**src/rtl/gemm_tile_controller_if.sv**
```systemverilog
// ----------------------------------------------------------------------------
// gemm_tile_controller_if
// Operand-beat and C-tile result handshake bundle of the GEMM tile controller.
// Signal suffixes are from the controller's point of view.
//
//   in_valid_i      upstream operand beat available
//   in_ready_o      controller can take an operand beat
//   init_save_o     current beat is the first K block of a C tile
//   result_valid_o  a finished C tile is pending
//   result_ready_i  downstream accepts the pending C tile
//   M_write_o       M index of the pending C tile
//   N_write_o       N index of the pending C tile
//
// master: controller side.  slave: environment side.
// ----------------------------------------------------------------------------
interface gemm_tile_controller_if #(
  parameter int unsigned AddrWidth = 16
) ();

  logic                 in_valid_i;
  logic                 in_ready_o;
  logic                 init_save_o;
  logic                 result_valid_o;
  logic                 result_ready_i;
  logic [AddrWidth-1:0] M_write_o;
  logic [AddrWidth-1:0] N_write_o;

  modport master (
    input  in_valid_i,
    input  result_ready_i,
    output in_ready_o,
    output init_save_o,
    output result_valid_o,
    output M_write_o,
    output N_write_o
  );

  modport slave (
    output in_valid_i,
    output result_ready_i,
    input  in_ready_o,
    input  init_save_o,
    input  result_valid_o,
    input  M_write_o,
    input  N_write_o
  );

endinterface

```
**src/rtl/gemm_tile_controller.sv**
```systemverilog
// ----------------------------------------------------------------------------
// gemm_tile_controller
// Walks a GEMM job of M x N C tiles, each accumulated over K operand beats.
// K is always the inner loop; order_i selects whether M or N is outermost.
// A C tile is reported on the result handshake the cycle after its last K
// beat, and operand beats are throttled while a reported tile is unaccepted.
//
// Ports
//   clk_i, rst_ni                 clock, asynchronous active-low reset
//   start_i                       launch a job (only looked at in IDLE)
//   abort_i                       terminate the running job with error
//   order_i                       0: M/N/K loop nest, 1: N/M/K loop nest
//   M_size_i, K_size_i, N_size_i  block counts, captured at start
//   bus (master)                  operand beat and C tile result handshakes
//   M_count_o, K_count_o, N_count_o  current block indices
//   busy_o, done_o, error_o       status (done/error pulse in FINISH)
//   cycle_cnt_o, stall_cnt_o      saturating perf counters (optional)
//
// Optional feature: define GEMM_CTRL_PERF_EN to add the performance counters.
// ----------------------------------------------------------------------------
module gemm_tile_controller #(
  parameter int unsigned AddrWidth = 16,
  parameter int unsigned PerfWidth = 32
) (
  input  logic                   clk_i,
  input  logic                   rst_ni,
  input  logic                   start_i,
  input  logic                   abort_i,
  input  logic                   order_i,
  input  logic [AddrWidth-1:0]   M_size_i,
  input  logic [AddrWidth-1:0]   K_size_i,
  input  logic [AddrWidth-1:0]   N_size_i,
  gemm_tile_controller_if.master bus,
  output logic [AddrWidth-1:0]   M_count_o,
  output logic [AddrWidth-1:0]   K_count_o,
  output logic [AddrWidth-1:0]   N_count_o,
  output logic                   busy_o,
  output logic                   done_o,
  output logic                   error_o
`ifdef GEMM_CTRL_PERF_EN
  ,
  output logic [PerfWidth-1:0]   cycle_cnt_o,
  output logic [PerfWidth-1:0]   stall_cnt_o
`endif
);

  // Reject degenerate widths at elaboration.
  if (AddrWidth == 0 || PerfWidth == 0) begin : g_bad_params
    $error("gemm_tile_controller: AddrWidth and PerfWidth must be non-zero");
  end

  typedef enum logic [1:0] {
    IDLE   = 2'd0,
    BUSY   = 2'd1,
    DRAIN  = 2'd2,
    FINISH = 2'd3
  } state_e;

  state_e state_q, state_d;

  logic [AddrWidth-1:0] m_size_q, m_size_d;
  logic [AddrWidth-1:0] k_size_q, k_size_d;
  logic [AddrWidth-1:0] n_size_q, n_size_d;
  logic [AddrWidth-1:0] m_cnt_q, m_cnt_d;
  logic [AddrWidth-1:0] k_cnt_q, k_cnt_d;
  logic [AddrWidth-1:0] n_cnt_q, n_cnt_d;
  logic [AddrWidth-1:0] m_wr_q, m_wr_d;
  logic [AddrWidth-1:0] n_wr_q, n_wr_d;
  logic                 order_q, order_d;
  logic                 err_q, err_d;
  logic                 res_valid_q, res_valid_d;
  logic                 done_q, done_d;
  logic                 busy_q, busy_d;
  logic                 error_q, error_d;

  logic in_ready;
  logic beat;
  logic adv;
  logic start_acc;
  logic size_zero;
  logic active_abort;
  logic res_accept;
  logic k_last, m_last, n_last;
  logic m_step, n_step;
  logic job_last;

  // Operand beats stall while a reported tile is still waiting downstream.
  assign in_ready     = (state_q == BUSY) && !(res_valid_q && !bus.result_ready_i);
  assign beat         = bus.in_valid_i && in_ready;
  // Abort wins over a simultaneous beat: the beat does not advance the walk.
  assign adv          = beat && !abort_i;
  assign start_acc    = (state_q == IDLE) && start_i;
  assign size_zero    = (M_size_i == '0) || (K_size_i == '0) || (N_size_i == '0);
  assign active_abort = abort_i && ((state_q == BUSY) || (state_q == DRAIN));
  assign res_accept   = res_valid_q && bus.result_ready_i;

  // Sizes are non-zero while walking, so size-1 never underflows in use.
  assign k_last = (k_cnt_q == k_size_q - AddrWidth'(1));
  assign m_last = (m_cnt_q == m_size_q - AddrWidth'(1));
  assign n_last = (n_cnt_q == n_size_q - AddrWidth'(1));

  // K wrap carries into the middle loop; middle wrap carries into the outer.
  assign m_step   = order_q ? k_last : (k_last && n_last);
  assign n_step   = order_q ? (k_last && m_last) : k_last;
  assign job_last = k_last && m_last && n_last;

  // Next state and registered status outputs.
  always_comb begin
    state_d = state_q;
    done_d  = 1'b0;
    busy_d  = 1'b0;
    error_d = 1'b0;

    case (state_q)
      IDLE: begin
        if (start_i) begin
          state_d = size_zero ? FINISH : BUSY;
        end
      end
      BUSY: begin
        if (abort_i) begin
          state_d = FINISH;
        end else if (adv && job_last) begin
          state_d = DRAIN;
        end
      end
      DRAIN: begin
        if (abort_i || res_accept) begin
          state_d = FINISH;
        end
      end
      FINISH: begin
        state_d = IDLE;
      end
      default: begin
        state_d = IDLE;
      end
    endcase

    done_d  = (state_d == FINISH);
    busy_d  = (state_d != IDLE);
    error_d = (state_d == FINISH) && err_d;
  end

  // Loop counters, latched job parameters and the pending result.
  always_comb begin
    m_size_d    = m_size_q;
    k_size_d    = k_size_q;
    n_size_d    = n_size_q;
    order_d     = order_q;
    m_cnt_d     = m_cnt_q;
    k_cnt_d     = k_cnt_q;
    n_cnt_d     = n_cnt_q;
    m_wr_d      = m_wr_q;
    n_wr_d      = n_wr_q;
    err_d       = err_q;
    res_valid_d = res_valid_q;

    if (start_acc) begin
      m_size_d = M_size_i;
      k_size_d = K_size_i;
      n_size_d = N_size_i;
      order_d  = order_i;
      m_cnt_d  = '0;
      k_cnt_d  = '0;
      n_cnt_d  = '0;
      err_d    = size_zero;
    end

    if (state_q == FINISH) begin
      m_cnt_d = '0;
      k_cnt_d = '0;
      n_cnt_d = '0;
    end

    if (res_accept) begin
      res_valid_d = 1'b0;
    end

    if (adv) begin
      k_cnt_d = k_last ? '0 : k_cnt_q + AddrWidth'(1);
      if (m_step) begin
        m_cnt_d = m_last ? '0 : m_cnt_q + AddrWidth'(1);
      end
      if (n_step) begin
        n_cnt_d = n_last ? '0 : n_cnt_q + AddrWidth'(1);
      end
      // A tile completes on its last K beat; report the pre-beat indices.
      if (k_last) begin
        res_valid_d = 1'b1;
        m_wr_d      = m_cnt_q;
        n_wr_d      = n_cnt_q;
      end
    end

    if (active_abort) begin
      res_valid_d = 1'b0;
      err_d       = 1'b1;
    end
  end

  // State register.
  always_ff @(posedge clk_i or negedge rst_ni) begin
    if (!rst_ni) begin
      state_q <= IDLE;
    end else begin
      state_q <= state_d;
    end
  end

  // Datapath and status registers.
  always_ff @(posedge clk_i or negedge rst_ni) begin
    if (!rst_ni) begin
      m_size_q    <= '0;
      k_size_q    <= '0;
      n_size_q    <= '0;
      order_q     <= 1'b0;
      m_cnt_q     <= '0;
      k_cnt_q     <= '0;
      n_cnt_q     <= '0;
      m_wr_q      <= '0;
      n_wr_q      <= '0;
      err_q       <= 1'b0;
      res_valid_q <= 1'b0;
      done_q      <= 1'b0;
      busy_q      <= 1'b0;
      error_q     <= 1'b0;
    end else begin
      m_size_q    <= m_size_d;
      k_size_q    <= k_size_d;
      n_size_q    <= n_size_d;
      order_q     <= order_d;
      m_cnt_q     <= m_cnt_d;
      k_cnt_q     <= k_cnt_d;
      n_cnt_q     <= n_cnt_d;
      m_wr_q      <= m_wr_d;
      n_wr_q      <= n_wr_d;
      err_q       <= err_d;
      res_valid_q <= res_valid_d;
      done_q      <= done_d;
      busy_q      <= busy_d;
      error_q     <= error_d;
    end
  end

  assign bus.in_ready_o     = in_ready;
  assign bus.init_save_o    = beat && (k_cnt_q == '0);
  assign bus.result_valid_o = res_valid_q;
  assign bus.M_write_o      = m_wr_q;
  assign bus.N_write_o      = n_wr_q;

  assign M_count_o = m_cnt_q;
  assign K_count_o = k_cnt_q;
  assign N_count_o = n_cnt_q;
  assign busy_o    = busy_q;
  assign done_o    = done_q;
  assign error_o   = error_q;

`ifdef GEMM_CTRL_PERF_EN
  logic [PerfWidth-1:0] cycle_cnt_q, cycle_cnt_d;
  logic [PerfWidth-1:0] stall_cnt_q, stall_cnt_d;
  logic                 perf_active;
  logic                 perf_stall;

  assign perf_active = (state_q == BUSY) || (state_q == DRAIN);
  assign perf_stall  = (state_q == BUSY) && bus.in_valid_i && !in_ready;

  // Saturating job counters; cleared by a new job, frozen in IDLE.
  always_comb begin
    cycle_cnt_d = cycle_cnt_q;
    stall_cnt_d = stall_cnt_q;
    if (start_acc) begin
      cycle_cnt_d = '0;
      stall_cnt_d = '0;
    end else begin
      if (perf_active && !(&cycle_cnt_q)) begin
        cycle_cnt_d = cycle_cnt_q + PerfWidth'(1);
      end
      if (perf_stall && !(&stall_cnt_q)) begin
        stall_cnt_d = stall_cnt_q + PerfWidth'(1);
      end
    end
  end

  always_ff @(posedge clk_i or negedge rst_ni) begin
    if (!rst_ni) begin
      cycle_cnt_q <= '0;
      stall_cnt_q <= '0;
    end else begin
      cycle_cnt_q <= cycle_cnt_d;
      stall_cnt_q <= stall_cnt_d;
    end
  end

  assign cycle_cnt_o = cycle_cnt_q;
  assign stall_cnt_o = stall_cnt_q;
`endif

endmodule

```
**src/flat_wrapper.sv**
```systemverilog
// flat-port wrapper written by rule: the top's interface ports become plain ports
module gemm_tile_controller_flat 
#(
  parameter int unsigned AddrWidth = 16,
  parameter int unsigned PerfWidth = 32
)
  (clk_i, rst_ni, start_i, abort_i, order_i, M_size_i, K_size_i, N_size_i, M_count_o, K_count_o, N_count_o, busy_o, done_o, error_o, bus_in_valid_i, bus_result_ready_i, bus_in_ready_o, bus_init_save_o, bus_result_valid_o, bus_M_write_o, bus_N_write_o);
  gemm_tile_controller_if #(.AddrWidth(AddrWidth)) bus_i ();
  input  logic clk_i;
  input  logic rst_ni;
  input  logic start_i;
  input  logic abort_i;
  input  logic order_i;
  input  logic [AddrWidth-1:0] M_size_i;
  input  logic [AddrWidth-1:0] K_size_i;
  input  logic [AddrWidth-1:0] N_size_i;
  output logic [AddrWidth-1:0] M_count_o;
  output logic [AddrWidth-1:0] K_count_o;
  output logic [AddrWidth-1:0] N_count_o;
  output logic busy_o;
  output logic done_o;
  output logic error_o;
  input wire logic [$bits(bus_i.in_valid_i)-1:0] bus_in_valid_i;
  input wire logic [$bits(bus_i.result_ready_i)-1:0] bus_result_ready_i;
  output wire logic [$bits(bus_i.in_ready_o)-1:0] bus_in_ready_o;
  output wire logic [$bits(bus_i.init_save_o)-1:0] bus_init_save_o;
  output wire logic [$bits(bus_i.result_valid_o)-1:0] bus_result_valid_o;
  output wire logic [$bits(bus_i.M_write_o)-1:0] bus_M_write_o;
  output wire logic [$bits(bus_i.N_write_o)-1:0] bus_N_write_o;
  assign bus_i.in_valid_i = bus_in_valid_i;
  assign bus_i.result_ready_i = bus_result_ready_i;
  assign bus_in_ready_o = bus_i.in_ready_o;
  assign bus_init_save_o = bus_i.init_save_o;
  assign bus_result_valid_o = bus_i.result_valid_o;
  assign bus_M_write_o = bus_i.M_write_o;
  assign bus_N_write_o = bus_i.N_write_o;
  gemm_tile_controller #(.AddrWidth(AddrWidth), .PerfWidth(PerfWidth)) u_core (.clk_i(clk_i), .rst_ni(rst_ni), .start_i(start_i), .abort_i(abort_i), .order_i(order_i), .M_size_i(M_size_i), .K_size_i(K_size_i), .N_size_i(N_size_i), .bus(bus_i), .M_count_o(M_count_o), .K_count_o(K_count_o), .N_count_o(N_count_o), .busy_o(busy_o), .done_o(done_o), .error_o(error_o));
endmodule
```
**config.mk**
```make
export PLATFORM = sky130hd
export DESIGN_NAME = gemm_tile_controller_flat
export DESIGN_NICKNAME = d
export VERILOG_FILES = /design/src/rtl/gemm_tile_controller_if.sv /design/src/rtl/gemm_tile_controller.sv /design/src/flat_wrapper.sv
export SDC_FILE = /design/constraint.sdc
export NUM_CORES = 1
export LEC_CHECK = 0
export ABC_AREA = 1
export CAP_MARGIN = 30
export CORE_MARGIN = 1.5
export CORE_UTILIZATION = 44
export CTS_BUF_LIST = sky130_fd_sc_hd__clkbuf_2
export DETAILED_ROUTE_END_ITERATION = 7
export GPL_TIMING_DRIVEN = 0
export PLACE_DENSITY = 0.82
export RECOVER_POWER = 100
export SLEW_MARGIN = 40
export SYNTH_ARGS = -nofsm -noshare
export SYNTH_HDL_FRONTEND = slang
export SYNTH_SLANG_ARGS = --single-unit
```
**constraint.sdc**
```tcl
create_clock -name clk_i -period 2.1 [get_ports clk_i]
set_input_delay 0.42 -clock clk_i [delete_from_list [all_inputs] [get_ports clk_i]]
set_output_delay 0.42 -clock clk_i [all_outputs]
set_load 0.02 [all_outputs]
```
## Word-level counts from Yosys, hierarchy flattened

Index checks and enable logic that the tools add are counted.

| storage, ports and cells | value |
|---|---|
| bits in registers | 136 |

| cells by class | value |
|---|---|
| $add $sub $neg | 6 |
| reductions and logical operators | 28 |
| equal/unequal tests | 7 |
| muxes and demuxes | 28 |

Operator list:

| cell | number |
|---|---|
| two-way mux 16 bit | 14 |
| zero test 16 bit | 4 |
| adder 16 x 1 -> 16 bit, second input constant | 3 |
| == test 16 bit | 3 |
| subtractor 16 x 1 -> 16 bit, second input constant | 3 |
| logical AND 1 bit | 13 |
| two-way mux 2 bit | 5 |
| two-way mux 1 bit | 8 |
| case mux 2 bit (4 select lines) | 1 |
| == test 2 bit, second input constant | 3 |
| logical OR 1 bit | 4 |
| zero test 1 bit | 3 |
| nonzero test 3 bit | 1 |
| == test 2 x 1 -> 1 bit, second input constant | 1 |
| zero test 2 bit | 1 |
| AND reduction 2 bit | 1 |
| nonzero test 2 bit | 1 |

## Depth between registers and ports, before layout

| depth | value |
|---|---|
| depth in word-level cells | 12 |
| gate-level depth with buffers | 20 |

## Least setup slack after synthesis

Ideal clock, no wire load.

| timing | value |
|---|---|
| path type | register -> register |
| start point | register u_core.state_q[1] |
| end point | register u_core.n_cnt_q[3], in the netlist u_core.N_count_o[3] |
| stages on the path, launching flop included | 14 |
| arrival time | 2.327 ns |
| library setup time | 0.080 ns |
| buffers on the path | 2 |
| path slack | -0.307 ns |
| clock period less this slack | 2.407 ns |
| path through | dfrtp_1 -> inv_1 -> ha_1 -> inv_1 -> nor2_1 -> nand2_1 -> nor2_1 -> nand3_4 -> clkinv_2 -> nand2_1 -> or2_1 -> buf_6 -> buf_6 -> o22ai_2 |

| between the ends | value |
|---|---|
| elaborated cells on any way between the ends | 11 |

RTL lines:

| what | RTL line | text |
|---|---|---|
| start, declared | gemm_tile_controller.sv:59 | `state_e state_q, state_d;` |
| start signal, assigned | gemm_tile_controller.sv:207 | `state_q <= state_d;` |
| == test 2 x 1 -> 1 bit | gemm_tile_controller.sv:88 | `assign in_ready = (state_q == BUSY) && !(res_valid_q && !bus.result_ready_i);` |
| logical AND 1 bit | gemm_tile_controller.sv:88 |  |
| named net bus_in_ready_o | flat_wrapper.sv:25 | `output wire logic [$bits(bus_i.in_ready_o)-1:0] bus_in_ready_o;` |
| logical AND 1 bit | gemm_tile_controller.sv:89 | `assign beat = bus.in_valid_i && in_ready;` |
| logical AND 1 bit | gemm_tile_controller.sv:91 | `assign adv = beat && !abort_i;` |
| two-way mux 16 bit | gemm_tile_controller.sv:180 | `if (adv) begin` |
| named net u_core.n_cnt_d[3] | gemm_tile_controller.sv:66 | `logic [AddrWidth-1:0] n_cnt_q, n_cnt_d;` |
| end signal, assigned | gemm_tile_controller.sv:235 | `n_cnt_q <= n_cnt_d;` |
| end, declared | gemm_tile_controller.sv:66 |  |

The timed path passes the listed nets, and every way through them passes these cells.
A chain may end at the register's enable or synchronous reset.

## Final worst setup path

| timing | value |
|---|---|
| start point | register u_core.k_cnt_q[1], in the netlist u_core.K_count_o[1] |
| end point | output port bus_init_save_o |

| between the ends | value |
|---|---|
| longest elaborated chain between the ends | 2 |

RTL lines:

| what | RTL line | text |
|---|---|---|
| start, declared | gemm_tile_controller.sv:65 | `logic [AddrWidth-1:0] k_cnt_q, k_cnt_d;` |
| start signal, assigned | gemm_tile_controller.sv:234 | `k_cnt_q <= k_cnt_d;` |
| zero test 16 bit | gemm_tile_controller.sv:247 | `assign bus.init_save_o = beat && (k_cnt_q == '0);` |
| logical AND 1 bit | gemm_tile_controller.sv:247 |  |
| end, declared | flat_wrapper.sv:26 | `output wire logic [$bits(bus_i.init_save_o)-1:0] bus_init_save_o;` |

Every way passes these cells.

==> metrics.csv <==
metric;value;unit
status;complete, but fails checks;
violations;setup timing;
grt_overflow;0;
p_per_area;1010;mW/mm^2
port_buffers;140;
via_count;8924;
yosysWarnings;0;
syn_inst;1131;
cts_root_buffer;clkbuf_2;
fin_util;65.3;%
htree_levels;4;
mostFrequentLayoutCell;nand2_1;
cts_max_path_buffers;2;
hp-class;input port to flop;
worst_slew_margin_rel;22.1;%
tightest_slew;1.17;ns
hold_viol;0;
syn_nets;1198;
fp-row-count;50;
fmax;345;MHz
yosysSeqAreaShare;40.7;%
path_max_fanout;2;
grt_usage;27.4;%
yosysTopAreaCell;dfrtp_1;
grt_pass1_wl;42900;um
fin_crit_sh;138;%
nNetsFinal;1448;
numCtsBuffers;17;
cts_sinks;136;
ys_top_cells_by_area;dfrtp_1 41%, nand2_1 16%, xor2_1 7.4%, inv_1 5.5%, nand3_1 4.5%;
ioPinCount;141;
place_congestion;0.898;
async_flop_share;100;%
dr.pass1.iters;6;
grt_pass1_vias;8435;
maxCapViolCount;0;
yosysTopAreaCellShare;40.7;%
holdWs;0.216;ns
cts_tree;built;
rsz0062_at_grt;true;
drv_slew;0;
die-height;141;um
final_antenna_net_count;0;
detail_route.wl_per_cell;17.6;um
syn_area;0.00836;mm^2
drive_above_1_share;28.3;%
start_util;44.8;%
synth_cell_types;39;
drc_errors;0;
path_clk_slew;0.22;ns
layout_common_cells;294 x nand2_1, 106 x inv_1, 98 x dfrtp_1, 75 x dlygate4sd2_1, 68 x xor2_1;
area_growth;45.7;%
antenna_found_initial;1;
yosys_register_bits;136;
ys.flop_type;dfrtp_1;
p_leak;5.82;nW
worstPathArrival;2.48;ns
die-area;0.0198;mm^2
dp_cells;1507;
fin_crit;2.90;ns
worstSetupPathType;flop to primary output;
die_x;141;um
wirelength;28600;um
skew;0.0451;ns
drt_iter0_drc;797;
viasPerCell;5.48;
cp-end-kind;primary output;
power.total;12.2;mW
cp-start-kind;flop;
fin_ws;-0.800;ns
worstSkewPairLatency;0.76;ns
reg2reg_slack;-0.45;ns
worstPathRequired;1.68;ns
fin_cells;1629;
hpwlAfterDp;18300;um
grt_max_degree;49;
setup_viol;88;
syn_avg_cell_area;7.39;um^2
synth_edf_count;0;
setup_tns;-23.76;ns
core_area;0.0186;mm^2
irDropWorstVdd;481;uV
## metal layers
metal  GRT usage [%]  vias up  wire length, um
met1            34.1     4258            11200
li1                -     4137                -
met5               0        -                0
met4            12.0        0             1210
met2            47.2      425            14600
met3            4.48      104             1690
## layout make-up
class                   count  area [um^2]
inverters                 126          485
repair buffers            231         2190
diodes                      1         2.50
clock buffers              18         90.1
fillers                  1461         6470
well taps                 234          293
clock inverters            14          156
plain buffers              29          268
flip-flops and latches    136         3450
multi-input cells         840         5230
## registers in the layout, indices dropped and copies added (netlist names)
name / flops
u_core.K_count_o: 16
u_core.M_count_o: 16
u_core.N_count_o: 16
u_core.bus.M_write_o: 16
u_core.bus.N_write_o: 16
u_core.k_size_q: 16
u_core.m_size_q: 16
u_core.n_size_q: 16
u_core.state_q: 2
u_core.bus.result_valid_o: 1
u_core.busy_o: 1
u_core.done_o: 1
u_core.err_q: 1
u_core.error_o: 1
u_core.order_q: 1
## cell families (layout without fill, tap and decap cells)
group	after synthesis	after routing	share of synthesized area (%)
other	0	1	0
adder cells (fa/ha/maj)	12	12	1.80
XOR/XNOR	94	94	9.85
AND/OR/NAND/NOR	613	613	31.7
AO/OA/AOI/OAI	121	121	8.61
flip-flops	136	136	40.7
buffers and inverters	155	418	7.31
## critical path, stage by stage (launching register included)
cell     delay, ns
dfrtp_1       0.44
inv_2         0.09
ha_4          0.15
nand4_1       0.20
nor4_2        0.28
nand3_1       0.23
nor2_1        0.16
buf_4         0.16
## path summary, 6_finish.rpt
kind	from	end	depth (start not counted)
setup reg to reg	u_core.m_size_q[0]	u_core.N_count_o[0]	17
hold / removal	M_size_i[8]	u_core.m_size_q[8]	3
setup / recovery	u_core.K_count_o[1]	bus_init_save_o	7
hold reg to reg	u_core.bus.M_write_o[5]	u_core.bus.M_write_o[5]	2
max in group asynchronous	rst_ni	u_core.k_size_q[3]	4
min in group asynchronous	rst_ni	u_core.bus.N_write_o[2]	2
## per-stage QoR
| step | worst slack [ns] | area, um^2 |
|---|---|---|
| 2_1_floorplan | -0.114 | 8410 |
| 3_3_place_gp | -4.70 | 10100 |
| 3_5_place_dp | -0.840 | 10200 |
| 4_1_cts | -0.703 | 11400 |
| 5_1_grt | -0.843 | 12200 |
| 6_report | -0.800 | 12200 |
## power by group
part | switching, mW | leakage (nW) | internal [mW] | total, mW
sequential | 0.657 | 1.75 | 3.16 | 3.81
combinational | 4.03 | 3.93 | 2.69 | 6.72
clock | 1.06 | 0.143 | 0.654 | 1.71
## Yosys cell counts, drive strengths merged (2+ instances only)
master and number:
nor3 14, buf 6, clkbuf 23, o21a 2, nor2 107, nand3 77, o21bai 2, inv 125
o21ai 81, nand3b 6, nand2 354, a21oi 8, ha 12, and2 3, o22ai 24, dfrtp 136
or2 5, nor4 21, nand4 21, xor2 71, xnor2 23, nor3b 4
## what timing repair did
action                                  in CTS  in global routing
endpoints found under the setup margin     216                148
setup buffers                               44                 38
hold buffers                                 1                  0
endpoints found under the hold margin       88                  0
gates resized for setup                    338                164
pin swaps                                   42                 42
gates cloned                                 8                  1
(Power assumes the default switching activity.)
